--- config.mk ---
export PLATFORM = sky130hd
export DESIGN_NAME = jtmikie_dwnld_remap
export DESIGN_NICKNAME = d
export VERILOG_FILES = /design/src/rtl/jtmikie_dwnld_remap.sv
export SDC_FILE = /design/constraint.sdc
export NUM_CORES = 1
export LEC_CHECK = 0
export CORE_MARGIN = 2
export CORE_UTILIZATION = 35
export CTS_CLUSTER_DIAMETER = 50
export DETAILED_ROUTE_END_ITERATION = 7
export HOLD_SLACK_MARGIN = 0.06
export PLACE_DENSITY = 0.71
export SLEW_MARGIN = 20
export SYNTH_ARGS = -nofsm -noshare
export SYNTH_HDL_FRONTEND = slang
export SYNTH_SLANG_ARGS = --single-unit
--- constraint.sdc ---
create_clock -name clk -period 3.5 [get_ports clk]
set_input_delay 1.05 -clock clk [delete_from_list [all_inputs] [get_ports clk]]
set_output_delay 1.05 -clock clk [all_outputs]
set_load 0.005 [all_outputs]
--- src/rtl/jtmikie_dwnld_remap.sv ---
// ioctl download pre-processor: classifies bytes by ROM region, remaps tiles and pulses done after drain.
// Define JTMIKIE_DWNLD_CHK_EN to build the byte_cnt/checksum tracking; otherwise both read as 0.
//
// state    | meaning
// ST_IDLE  | waiting for downloading to rise
// ST_LOAD  | accepting rising edges of ioctl_wr
// ST_FLUSH | two cycles letting in-flight bytes leave the pipeline
// ST_DONE  | one-cycle done pulse, then back to idle
module jtmikie_dwnld_remap #(
    parameter logic [21:0] SCR_START  = 22'h18000,
    parameter logic [21:0] OBJ_START  = 22'h20000,
    parameter logic [24:0] PROM_START = 25'h30000
) (
    input  logic        clk,
    input  logic        rst_n,
    input  logic        downloading,
    input  logic [24:0] ioctl_addr,
    input  logic [7:0]  ioctl_dout,
    input  logic        ioctl_wr,
    output logic [24:0] dwn_addr,
    output logic [7:0]  dwn_data,
    output logic        dwn_wr,
    output logic [1:0]  region,
    output logic [24:0] byte_cnt,
    output logic [15:0] checksum,
    output logic        busy,
    output logic        done
);

    localparam logic [1:0] ST_IDLE  = 2'd0;
    localparam logic [1:0] ST_LOAD  = 2'd1;
    localparam logic [1:0] ST_FLUSH = 2'd2;
    localparam logic [1:0] ST_DONE  = 2'd3;

    localparam logic [1:0] RG_CODE = 2'd0;
    localparam logic [1:0] RG_SCR  = 2'd1;
    localparam logic [1:0] RG_OBJ  = 2'd2;
    localparam logic [1:0] RG_PROM = 2'd3;

    logic [1:0]  state_q, state_d;
    logic        flush_cnt_q, flush_cnt_d;
    logic        dl_q, wr_q;
    logic        s1_vld_q, s1_vld_d;
    logic [24:0] s1_addr_q, s1_addr_d;
    logic [7:0]  s1_data_q, s1_data_d;
    logic [1:0]  s1_rgn_q, s1_rgn_d;
    logic        dwn_wr_q, dwn_wr_d;
    logic [24:0] dwn_addr_q, dwn_addr_d;
    logic [7:0]  dwn_data_q, dwn_data_d;
    logic [1:0]  region_q, region_d;
    logic        dl_rise, dl_fall, accept;

    assign dl_rise = downloading & ~dl_q;
    assign dl_fall = ~downloading & dl_q;
    assign accept  = ioctl_wr & ~wr_q & (state_q == ST_LOAD);

    function automatic logic [24:0] obj_remap(input logic [24:0] a);
        logic [24:0] o;
        o      = a;
        o[15]  = a[0];
        o[14]  = a[15];
        o[0]   = ~a[14];
        o[2:1] = a[5:4] + 2'd1;
        o[6:3] = {a[6], a[3:1]};
        return o;
    endfunction

    always_comb begin
        state_d     = state_q;
        flush_cnt_d = flush_cnt_q;
        case (state_q)
            ST_IDLE:  if (dl_rise) state_d = ST_LOAD;
            ST_LOAD: begin
                if (dl_fall) begin
                    state_d     = ST_FLUSH;
                    flush_cnt_d = 1'b1;
                end
            end
            ST_FLUSH: begin
                if (flush_cnt_q == 1'b0) state_d = ST_DONE;
                else                     flush_cnt_d = flush_cnt_q - 1'b1;
            end
            ST_DONE:  state_d = ST_IDLE;
            default:  state_d = ST_IDLE;
        endcase
    end

    // PROM is tested first on the full address, so the object test only needs the lower bound
    always_comb begin
        s1_vld_d  = accept;
        s1_addr_d = s1_addr_q;
        s1_data_d = s1_data_q;
        s1_rgn_d  = s1_rgn_q;
        if (accept) begin
            s1_addr_d = ioctl_addr;
            s1_data_d = ioctl_dout;
            if (ioctl_addr >= PROM_START)           s1_rgn_d = RG_PROM;
            else if (ioctl_addr[21:0] >= OBJ_START) s1_rgn_d = RG_OBJ;
            else if (ioctl_addr[21:0] >= SCR_START) s1_rgn_d = RG_SCR;
            else                                    s1_rgn_d = RG_CODE;
        end
    end

    always_comb begin
        dwn_wr_d   = s1_vld_q;
        dwn_addr_d = dwn_addr_q;
        dwn_data_d = dwn_data_q;
        region_d   = region_q;
        if (s1_vld_q) begin
            region_d   = s1_rgn_q;
            dwn_addr_d = s1_addr_q;
            dwn_data_d = s1_data_q;
            case (s1_rgn_q)
                RG_SCR:  dwn_data_d = {s1_data_q[3:0], s1_data_q[7:4]};
                RG_OBJ:  dwn_addr_d = obj_remap(s1_addr_q);
                default: ;
            endcase
        end
    end

    always_ff @(posedge clk or negedge rst_n) begin
        if (!rst_n) begin
            state_q     <= ST_IDLE;
            flush_cnt_q <= 1'b0;
            dl_q        <= 1'b0;
            wr_q        <= 1'b0;
            s1_vld_q    <= 1'b0;
            s1_addr_q   <= '0;
            s1_data_q   <= '0;
            s1_rgn_q    <= '0;
            dwn_wr_q    <= 1'b0;
            dwn_addr_q  <= '0;
            dwn_data_q  <= '0;
            region_q    <= '0;
        end else begin
            state_q     <= state_d;
            flush_cnt_q <= flush_cnt_d;
            dl_q        <= downloading;
            wr_q        <= ioctl_wr;
            s1_vld_q    <= s1_vld_d;
            s1_addr_q   <= s1_addr_d;
            s1_data_q   <= s1_data_d;
            s1_rgn_q    <= s1_rgn_d;
            dwn_wr_q    <= dwn_wr_d;
            dwn_addr_q  <= dwn_addr_d;
            dwn_data_q  <= dwn_data_d;
            region_q    <= region_d;
        end
    end

`ifdef JTMIKIE_DWNLD_CHK_EN
    logic [24:0] byte_cnt_q, byte_cnt_d;
    logic [15:0] checksum_q, checksum_d;
    logic        enter_load;

    assign enter_load = (state_q == ST_IDLE) & dl_rise;

    always_comb begin
        byte_cnt_d = byte_cnt_q;
        checksum_d = checksum_q;
        if (enter_load) begin
            byte_cnt_d = '0;
            checksum_d = '0;
        end else if (accept) begin
            if (byte_cnt_q != '1) byte_cnt_d = byte_cnt_q + 25'd1;
            checksum_d = checksum_q + {8'd0, ioctl_dout};
        end
    end

    always_ff @(posedge clk or negedge rst_n) begin
        if (!rst_n) begin
            byte_cnt_q <= '0;
            checksum_q <= '0;
        end else begin
            byte_cnt_q <= byte_cnt_d;
            checksum_q <= checksum_d;
        end
    end

    assign byte_cnt = byte_cnt_q;
    assign checksum = checksum_q;
`else
    assign byte_cnt = '0;
    assign checksum = '0;
`endif

    assign dwn_wr   = dwn_wr_q;
    assign dwn_addr = dwn_addr_q;
    assign dwn_data = dwn_data_q;
    assign region   = region_q;
    assign busy     = (state_q != ST_IDLE);
    assign done     = (state_q == ST_DONE);

endmodule

==> flow_summary.toml, run 1 <==
[placed_design]
place_inst = 532
dp_hpwl_microns = 4460
port_buffers = 74
gp_congestion = 0.717
dpl_worst_slack_ns = 0.945

[logic_synthesis]
avgSynthCellArea_sq_um = 10.1
synth-seq-area-share = 0.560
synthesis.instances = 339
ys_warn_count = 0
synth_seq_cells = 77
synth_cell_type_count = 27
netlist_area_sq_um = 3440

[cts]
clk_path_buf_depth = 2
cts_hold_buf = 0
clk_latency_ns = 0.34
cts_tree = "built"
cts_sinks = 77
post_cts_resize_count = 0
cts.reportedPaths.clkPinSlew_ns = 0.08
cts-htree-levels = 3
numCtsBuffers = 9
cts-root-buf = "clkbuf_8"
post_cts_buffers = 0

[die]
dieWidth_microns = 103
num_rows = 36
fp.coreArea_sq_um = 9640
ios = 116
die_h_microns = 103
dieArea_sq_um = 10600
initial_core_util = 0.357

[sta]
setup_tns_ns = 0
drv_slew = 0
period_needed_ns = 2.65
fmax_ghz = 0.378
period_share = 0.756
tightest_slew_ns = 0.983
worst_slack_ns = 0.855
hold_viol_final = 0
holdWs_ns = 0.475
slew-limit-headroom = 0.345
clock_skew_ns = 0.0106
rsz0062_at_grt = "no"
setup_viol = 0

[grt]
grt_pass1_vias = 2209
grt_pass1_wl_microns = 10500
grt_start_max_net_pins = 78
antenna_found_initial = 0
grt_overflow_total = 0
gr-usage-all-layers = 0.129

[worst_setup_path]
setup.worst_path.start_class = "flip-flop"
path_class = "reg -> out"
crit_slowest_cell = "clkdlybuf4s50_1"
cpMostUsedCell = "inv_1"
critPathCaptureType = "primary output"
cp_data_arrival_time_ns = 1.60
crit_chain = "inv_1 > ha_1 > inv_1 > clkdlybuf4s50_1"
r2r_start = "state_q[1]"
cp-startpoint = "state_q[0]"
required_ns = 2.45
worstPathMaxFanout = 3
crit_path_max_incr_delay_ns = 0.49

[routing]
drt_iter0_markers = 61
wl_microns = 6530
dr.pass1.iters = 4
drc = 0
ant_nets = 0
vias = 2326
viasPerCell = 4.26
wl_per_cell_microns = 12.0

[finish]
final_cells = 546
syn2layout_area_growth_pct = 25.9
diodes = 0
nNetsFinal = 451
final_util = 0.449
drive_gt1_frac = 0.104

[worst_hold_path]
min_from = "s1_addr_q[12]"
holdCritPathClass = "reg -> reg"

[power_and_ir_drop]
leakage_nw = 2.05
irDropWorstVdd_uv = 351
p_per_area_nw_per_um2 = 809

[outcome]
status = "finished clean"

[flow_run]
cap_violations = 0
cell type report:
class                           instances  area, sq um
Tap cell                              133          166
Sequential cell                        77         1930
Clock inverter                          5         77.6
Clock buffer                            9          124
Timing Repair Buffer                   77          761
Multi-Input combinational cell        238         1250
Inverter                                7         26.3
Fill cell                             926         5310
kinds of logic (layout without fill, tap and decap cells):
kind of cell    count (synthesis)  in the layout  synth area share
fa+ha+maj                       4              4            0.0145
buf+inv                        64             98             0.121
flops                          77             77             0.560
mux                            31             31             0.100
other cells                     1             41           0.00109
compound gates                 22             22            0.0393
xor+xnor                        1              1           0.00255
simple gates                  139            139             0.161
metal layers:
layer	vias to the layer above	GRT usage	wire [microns]
met5	-	0	0
met4	0	0.0496	95
met2	72	0.202	3020
met3	7	0.0434	403
li1	1136	-	-
met1	1111	0.167	3010
synth_stat cells:
cell / n / share of area
a21oi_1: 8 / 0.012
a221oi_2: 1 / 0.0044
a31oi_1: 9 / 0.016
and2_1: 1 / 0.0018
and2b_2: 1 / 0.0025
buf_2: 5 / 0.0073
buf_4: 43 / 0.094
buf_6: 1 / 0.0033
clkbuf_1: 8 / 0.0087
conb_1: 1 / 0.0011
dfrtp_1: 77 / 0.56
ha_1: 4 / 0.015
inv_1: 7 / 0.0076
mux2_1: 1 / 0.0033
mux2_2: 19 / 0.062
mux2_4: 2 / 0.0087
mux2i_1: 9 / 0.026
nand2_1: 111 / 0.12
nand2b_1: 3 / 0.0055
nand3b_1: 1 / 0.0022
nor2_1: 19 / 0.021
nor2b_1: 1 / 0.0018
nor4_2: 1 / 0.0036
o21ai_0: 3 / 0.0044
o2bb2ai_1: 1 / 0.0025
or4_1: 1 / 0.0022
xor2_1: 1 / 0.0025
flip-flops by register name, indices dropped and copies added, names as in the netlist:
signal / count
state_q: 2
s1_addr_q: 25
dwn_wr: 1
wr_q: 1
dl_q: 1
dwn_addr: 25
s1_rgn_q: 2
dwn_wr_d: 1
region: 2
s1_data_q: 8
dwn_data: 8
flush_cnt_q: 1
cell usage in the layout, fill, tap and decap left out:
cell               n
clkinv_2           2
o2bb2ai_1          1
a221oi_2           1
and2b_2            1
buf_4              4
nor4_2             1
xor2_1             1
o21ai_0            3
bufinv_16          2
inv_1              7
mux2i_1            9
a21oi_1            8
a31oi_1            9
nor2b_1            1
clkinvlp_4         1
nor2_1            19
dfrtp_2            1
clkbuf_8           9
mux2_4             2
nand2b_1           3
ha_1               4
nand2_1          111
or4_1              1
and2_1             1
clkdlybuf4s50_1   73
conb_1            41
nand3b_1           1
dfrtp_1           76
mux2_2            19
mux2_1             1
worst max-delay path, delay by kind of cell (launching register included):
kind	cells	cell delay, ns
adders and majority gates	1	0.24
DFF	1	0.38
buffers and inverters	3	0.64
stage by stage:
| stage | power, mW | instance area [sq um] |
|---|---|---|
| 6_report | 3.51 | 4330 |
| 5_1_grt | 3.79 | 4330 |
| 4_1_cts | 3.56 | 4330 |
| 3_5_place_dp | 2.84 | 4130 |
| 3_3_place_gp | 2.79 | 4130 |
| 2_1_floorplan | 2.22 | 3590 |
worst paths after layout:
path,end,slack [ns],cells past startpoint
max,busy,0.85,4
min,s1_addr_q[12],0.48,2
max reg2reg,s1_rgn_q[0],1.81,7
min reg2reg,s1_addr_q[12],0.48,2
max in group asynchronous,dwn_wr_d,1.98,1
min in group asynchronous,dwn_addr[5],0.84,1
power by group:
part           switching, mW  internal [mW]
combinational          0.476          0.735
sequential             0.275           1.32
clock                  0.310          0.391
No activity file was read; power rests on OpenSTA's default activity.
==> run 2, diff against run 1 <==
==> constraint.sdc (replaced) <==
create_clock -name clk -period 2.5 [get_ports clk]
set_input_delay 0.75 -clock clk [delete_from_list [all_inputs] [get_ports clk]]
set_output_delay 0.75 -clock clk [all_outputs]
set_load 0.005 [all_outputs]
==> flow_summary.toml, run 2 (synthesized netlist as in run 1, its figures left out) <==
[outcome]
status = "finished clean"

[finish]
multi_input_area_sq_um = 1250
final_common_cell = "nand2_1"
fillCellCount = 945
diodes = 0
syn2layout_area_growth_pct = 28.3
drive_gt1_frac = 0.115
nNetsFinal = 454
ff_latch_area_sq_um = 1930
layout_common_cells = "111 x nand2_1, 76 x dfrtp_1, 73 x clkdlybuf4s50_1"

[cts]
clk_path_buf_depth = 2
post_cts_buffers = 0
cts_tree = "built"
cts-root-buf = "clkbuf_8"
cts_sinks = 77
cts_hold_buf = 0
cts.reportedPaths.clkPinSlew_ns = 0.09
cts-htree-levels = 3
clk_latency_ns = 0.35
post_cts_resize_count = 0
numCtsBuffers = 9

[routing]
top_layer = "met4"
drc = 0
vias = 2346
met2WireLength_microns = 3150
wl_per_cell_microns = 12.2
dr_wl_met3_microns = 459
ant_nets = 0
viasPerCell = 4.26
dr.pass1.iters = 4
wl_microns = 6710
drt-met1-wl_microns = 3030
drt_iter0_markers = 58

[sta]
slew-limit-headroom = 0.472
period_needed_ns = 2.36
setup_viol = 0
fmax_ghz = 0.424
hold_viol_final = 0
clock_skew_ns = 0.0107
setup_tns_ns = 0
holdWs_ns = 0.372
tightest_slew_ns = 0.791
worst_slack_ns = 0.141
period_share = 0.944
rsz0062_at_grt = "no"
drv_slew = 0

[worst_setup_path]
r2r_start = "state_q[1]"
worstRegToRegCells = 7
crit_path_max_incr_delay_ns = 0.49
crit_slowest_cell = "clkdlybuf4s50_1"
critPathCaptureType = "primary output"
setup.worst_path.start_class = "flip-flop"
path_delay_family = "buffers and inverters"
cp_data_arrival_time_ns = 1.61
path_class = "reg -> out"
worstPathMaxFanout = 3
rrSetupSlack_ns = 0.91
required_ns = 1.75
worstReg2RegEnd = "s1_addr_q[11]"
crit_chain = "inv_1 > ha_1 > inv_1 > clkdlybuf4s50_1"
cp-startpoint = "state_q[0]"
crit_buf_inv = 3
cpMostUsedCell = "inv_1"

[grt]
grt_pass1_vias = 2241
antenna_found_initial = 0
grt_start_max_net_pins = 42
grt_overflow_total = 0
grt_pass1_wl_microns = 10700
gr-usage-all-layers = 0.132

[die]
dieArea_sq_um = 10600
dieWidth_microns = 103
initial_core_util = 0.357
num_rows = 36
die_h_microns = 103
ios = 116
fp.coreArea_sq_um = 9640

[flow_run]
cap_violations = 0

[placed_design]
port_buffers = 74
gp_congestion = 0.736
dp_hpwl_microns = 4630
dpl_worst_slack_ns = 0.237

[power_and_ir_drop]
fin_total_pwr_mw = 5.07
irDropWorstVdd_uv = 452
p_per_area_nw_per_um2 = 1150
leakage_nw = 2.08

[worst_hold_path]
holdCritPathClass = "in -> async"
## run 2: changes by cell type in the layout (fill, tap and decap cells not counted)
cell / change
buf_12: +1
clkbuf_8: +1
buf_4: +2
clkinvlp_4: +1
clkinv_2: -1
bufinv_16: +1
## run 2: worst max path at each step
stage / endpoint / slack (ns) / cells after the start
floorplan: s1_rgn_q[0] / 0.82 / 3
global placement: s1_rgn_q[0] / 0.31 / 4
detailed placement: s1_rgn_q[0] / 0.24 / 4
CTS: busy / 0.11 / 4
global route: busy / 0.04 / 4
finish: busy / 0.14 / 4
## run 2: final cells by class
cell class                 instances  area share
timing repair buffer              80       0.180
tap                              133      0.0377
clock buffer                      10      0.0312
multi-input combinational        238       0.283
inverter                           7     0.00595
clock inverter                     6      0.0250
sequential                        77       0.437
## run 2: through the flow
| stage | instances | cell area, sq um | utilization |
|---|---|---|---|
| 2_1_floorplan | 379 | 3590 | - |
| 3_3_place_gp | 535 | 4170 | 0.432 |
| 3_5_place_dp | 535 | 4170 | 0.432 |
| 4_1_cts | 551 | 4410 | 0.458 |
| 5_1_grt | 551 | 4410 | 0.458 |
| 6_report | 551 | 4410 | 0.458 |
## run 2: power by group
part | switching, mW | internal (mW) | leakage, nW
Combinational | 0.673 | 1.04 | 1.03
Clock | 0.454 | 0.688 | 0.119
Sequential | 0.371 | 1.85 | 0.933
## run 2: per-layer routing
layer  track usage  up-vias
met3        0.0461        7
li1              -     1143
met2         0.211       70
met1         0.167     1126
met4        0.0435        0
met5             0        -
